--- config.mk ---
export PLATFORM = sky130hd
export DESIGN_NAME = einsum_add_reduce_ctrl
export DESIGN_NICKNAME = d
export VERILOG_FILES = /design/src/rtl/einsum_ctrl_pkg.sv /design/src/rtl/einsum_add_reduce_ctrl.sv
export SDC_FILE = /design/constraint.sdc
export NUM_CORES = 1
export LEC_CHECK = 0
export ABC_AREA = 0
export BUFFER_PORTS_ARGS = -buffer_cell sky130_fd_sc_hd__buf_4
export CORE_ASPECT_RATIO = 1.75
export CORE_MARGIN = 2
export CORE_UTILIZATION = 41
export CTS_CLUSTER_SIZE = 12
export DETAILED_ROUTE_END_ITERATION = 16
export PLACE_DENSITY_LB_ADDON = 0.15
export SYNTH_ARGS = -nofsm -noshare
export SYNTH_HDL_FRONTEND = slang
export SYNTH_SLANG_ARGS = --single-unit
--- constraint.sdc ---
create_clock -name clk -period 2.8 [get_ports clk]
set_input_delay 0.28 -clock clk [delete_from_list [all_inputs] [get_ports clk]]
set_output_delay 0.28 -clock clk [all_outputs]
set_load 0.01 [all_outputs]
--- src/rtl/einsum_ctrl_pkg.sv ---
// Shared definitions for the einsum_add reduction controller.
//   state_e        : controller FSM states (IDLE, ACCUM, DONE)
//   PE_MODE_*      : pe_mode encodings understood by einsum_add
//   LSE_NEG_INF_24 : log-domain negative infinity in 24-bit mode
package einsum_ctrl_pkg;

    typedef enum logic [1:0] {
        ST_IDLE  = 2'd0,
        ST_ACCUM = 2'd1,
        ST_DONE  = 2'd2
    } state_e;

    localparam logic [1:0]  PE_MODE_24B    = 2'b00;
    localparam logic [1:0]  PE_MODE_6B     = 2'b01;
    localparam logic [31:0] LSE_NEG_INF_24 = 32'h0080_0000;

endpackage

--- src/rtl/einsum_add_reduce_ctrl.sv ---
// Sequences a stream of log-domain operands through one shared einsum_add
// instance, one operand per cycle, and presents the log-sum-exp result.
// Ports:
//   clk, rst                   : clock, async active-high reset
//   cfg_mode                   : pe_mode, latched on the first accepted operand
//   in_valid/in_ready/in_data/in_last : operand stream
//   out_valid/out_ready/out_data/out_count : result handshake
//   busy                       : reduction in progress or result pending
//   add_*                      : control/data to einsum_add; add_sum is its
//                                registered sum_out (1-cycle latency)
module einsum_add_reduce_ctrl
    import einsum_ctrl_pkg::*;
#(
    parameter int WORD_WIDTH = 32,
    parameter int CNT_WIDTH  = 16
) (
    input  logic                  clk,
    input  logic                  rst,
    input  logic [1:0]            cfg_mode,
    input  logic                  in_valid,
    output logic                  in_ready,
    input  logic [WORD_WIDTH-1:0] in_data,
    input  logic                  in_last,
    output logic                  out_valid,
    input  logic                  out_ready,
    output logic [WORD_WIDTH-1:0] out_data,
    output logic [CNT_WIDTH-1:0]  out_count,
    output logic                  busy,
    output logic                  add_enable,
    output logic                  add_bypass,
    output logic [WORD_WIDTH-1:0] add_operand_a,
    output logic [WORD_WIDTH-1:0] add_operand_b,
    output logic [1:0]            add_pe_mode,
    input  logic [WORD_WIDTH-1:0] add_sum
);

    state_e               state_q, state_d;
    logic [1:0]           mode_q, mode_d;
    logic [CNT_WIDTH-1:0] count_q, count_d;
    logic                 accept;
    logic                 is_idle;

    assign is_idle  = (state_q == ST_IDLE);
    assign in_ready = (state_q != ST_DONE);
    assign accept   = in_valid && in_ready;

    // First operand is loaded through bypass; later ones fold into add_sum,
    // which is already valid because each accept is a full cycle apart.
    assign add_enable    = accept;
    assign add_bypass    = accept && is_idle;
    assign add_operand_a = is_idle ? in_data : add_sum;
    assign add_operand_b = in_data;
    assign add_pe_mode   = is_idle ? cfg_mode : mode_q;

    // einsum_add holds its output while enable is low, so the result is
    // stable throughout DONE without a local copy.
    assign out_valid = (state_q == ST_DONE);
    assign out_data  = add_sum;
    assign out_count = count_q;
    assign busy      = !is_idle;

    always_comb begin
        state_d = state_q;
        mode_d  = mode_q;
        count_d = count_q;
        unique case (state_q)
            ST_IDLE: begin
                if (accept) begin
                    mode_d  = cfg_mode;
                    count_d = {{(CNT_WIDTH-1){1'b0}}, 1'b1};
                    state_d = in_last ? ST_DONE : ST_ACCUM;
                end
            end
            ST_ACCUM: begin
                if (accept) begin
                    if (count_q != {CNT_WIDTH{1'b1}}) count_d = count_q + 1'b1;
                    if (in_last) state_d = ST_DONE;
                end
            end
            ST_DONE: begin
                if (out_ready) state_d = ST_IDLE;
            end
            default: state_d = ST_IDLE;
        endcase
    end

    always_ff @(posedge clk or posedge rst) begin
        if (rst) begin
            state_q <= ST_IDLE;
            mode_q  <= 2'b00;
            count_q <= '0;
        end else begin
            state_q <= state_d;
            mode_q  <= mode_d;
            count_q <= count_d;
        end
    end

endmodule

==> key figures <==
Status
  • Outcome: completed

Critical path
  • Crit path kind: flop to primary output
  • Critical Path RT: 2.52 ns
  • CP max FO: 36
  • Arrival time of the worst setup path: 1.88 ns
  • CP endpoint kind: primary output
  • Type of origin of the critical path: flop

STA
  • Fmax: 462.8 MHz
  • Final Critical Period: 2.161 ns
  • Post-Route Skew: 0.002597 ns
  • Final max-slew violation count: 0
  • Setup-failing EPs final: 0
  • Worst Max-Slew Pin Slew: 0.7816 ns
  • Slew HR: 47.84%
  • Period utilization: 77.17%
  • Final Hold Fails: 0
  • RSZ-0062 raised after global routing: false
  • Final setup TNS: 0 ns
  • Min Hold Slack: 0.1647 ns

Yosys
  • Synth Area in Simple Gates: 14.35%
  • Adder-Cell Fraction of Synth Area: 0.6002%
  • Synth Area in Compound Gates: 14.59%
  • Main combinational cell family by area after synthesis: buffers and inverters
  • YS warnings: 0
  • Syn Nets: 300
  • Register area share after synthesis: 24.01%
  • Dominant synthesized flop cell: dfrtp_1
  • Mapped Area: 2084 um2
  • Post-synthesis register bit count: 20
  • Post-synthesis mux area share: 19.99%
  • Syn avg cell area: 9.143 um2
  • Async SR Flop Fraction: 100.0%
  • Number of synthesized flops with an enable pin: 0
  • XOR/XNOR Fraction of Synth Area: 0%
  • Synth unique cells: 39
  • Gate Count Post-Synth: 228

Die
  • # IOs: 190
  • Row cnt: 34
  • Die Height: 98.33 um
  • Die footprint: 5693 um2
  • Die Wd: 57.90 um
  • Initial Utilization: 42.24%
  • Area of the core: 4935 um2

Global routing
  • Initial antenna violation count: 0
  • Largest net degree at the start of global routing: 37
  • Vias in the first global route: 2026
  • Grt total ovfl: 0
  • First-pass GRT wire length: 11110 um
  • All-Layer GR Usage: 24.97%

Routing
  • WL final: 7298 um
  • Final ANT Viol Nets: 0
  • Vias: 2116
  • Vias/cell: 5.290
  • Avg WL per Cell: 18.25 um
  • DR iter-0 viols: 69
  • DR DRC count: 0
  • Drt first pass iters: 4

Run
  • Max cap viols: 0

Hold path
  • Hold Crit Class: input port to async pin

CTS
  • CTS clock-pin slew for the worst setup and hold paths: 0.07 ns
  • CTS buffer count: 3
  • Hold_buf cts: 0
  • Root Driver: clkbuf_8
  • Setup Buffers After CTS: 0
  • Latest clock arrival within the worst-skew pair: 0.26 ns
  • Post_cts resized: 0
  • Clock sink count: 20
  • Clock Tree Buf Depth: 2
  • CTS H-tree depth: 1
  • CTS tree: yes

Power
  • Worst IR Drop VDD: 0.0003665 V
  • P_leak: 0.001593 uW
  • Power per cell area: 360.4 nW/um2

Cells and area
  • Fillers: 458
  • Commonest non-fill, non-tap cells in the layout: buf_4 (191), mux2_2 (29), dfrtp_1 (20), o31ai_1 (19), nand2_1 (11)
  • N_diodes: 0
  • Layout cell share with drive strength beyond 1: 65.90%
  • Most common cell after layout, fill and taps aside: buf_4
  • Area Overhead vs Synth: 48.80%
  • Final layout net count: 420

Placed design
  • Dpl hpwl: 6085 um
  • IO buf count: 189
  • Placer Congestion: 0.8870
-- layout make-up --
type | count | area [um2] | share of cell area [%]
clock buffer | 3 | 41.29 | 1.331
timing repair buffer | 191 | 1434 | 46.23
tap | 54 | 67.56 | 2.178
inverter | 5 | 18.77 | 0.6051
multi-input combinational | 127 | 1040 | 33.52
sequential | 20 | 500.5 | 16.14
-- through the flow --
stage | cells | util, % | area, um2 | total power [uW] | setup slack, ns
CTS | 400 | 62.86 | 3102 | 1127 | 0.6472
floorplan | 228 | - | 2085 | 669.2 | 0.9333
global route | 400 | 62.86 | 3102 | 1184 | 0.5604
detailed placement | 397 | 62.02 | 3060 | 937.5 | 0.8675
global placement | 397 | 62.02 | 3060 | 930.3 | 0.9154
finish | 400 | 62.86 | 3102 | 1118 | 0.6393
-- kinds of logic after synthesis --
group,Yosys count
fa+ha+maj,1
mux,37
compound gates,41
simple gates,48
flops,20
buf+inv,81
-- metal layers --
metal  vias to the layer above  GRT usage, %  part of all wire (%)
met1                       981         28.71                    36
li1                       1004             -                     -
met3                         6         11.13                    13
met5                         -             0                     0
met4                         0         5.367                  0.96
met2                       125         42.05                    50
-- worst max-delay path, cell delays in order (launching register included) --
cell and delay (ns):
dfrtp_1 0.53, nor2_4 0.15, buf_4 0.40, mux2_2 0.39
buf_4 0.14
-- flip-flops by register name, summed over array words and instances, names as in the netlist --
| signal | cells |
|---|---|
| mode_q | 2 |
| out_count | 16 |
| state_q | 2 |
-- cell usage after synthesis, types with 2 or more instances --
master | count | share of area (%)
buf_4 | 64 | 23
mux2_2 | 29 | 16
dfrtp_1 | 20 | 24
o31ai_1 | 19 | 6.8
nand2_1 | 11 | 2.0
mux2_1 | 8 | 4.3
nor2_1 | 8 | 1.4
buf_2 | 6 | 1.4
clkbuf_1 | 6 | 1.1
nand4_1 | 6 | 1.8
inv_1 | 5 | 0.90
nand3_1 | 5 | 1.2
and2_1 | 4 | 1.2
a31oi_1 | 3 | 0.90
o21ai_0 | 3 | 0.72
a21oi_1 | 2 | 0.48
a41oi_1 | 2 | 0.84
and4_1 | 2 | 0.84
nand2b_1 | 2 | 0.60
o21ai_1 | 2 | 0.48
o41a_1 | 2 | 1.1
o41ai_1 | 2 | 0.84
-- power by group --
group          switching [uW]  total, uW  internal (uW)
registers                29.4        338            309
clock network            93.2        189           95.8
logic                     258        591            332
total                     381       1120            737
-- worst paths after layout --
check	slack (ns)	depth (start not counted)	end	start
setup reg to reg	0.83	5	out_count[13]	out_count[0]
min in group clk	0.19	2	state_q[1]	out_ready
max in group asynchronous	2.14	2	state_q[0]	rst
hold / removal	0.16	2	out_count[8]	rst
setup / recovery	0.64	4	add_operand_a[23]	state_q[0]
hold reg to reg	0.51	1	mode_q[1]	mode_q[1]
No activity file was read; power rests on OpenSTA's default activity.
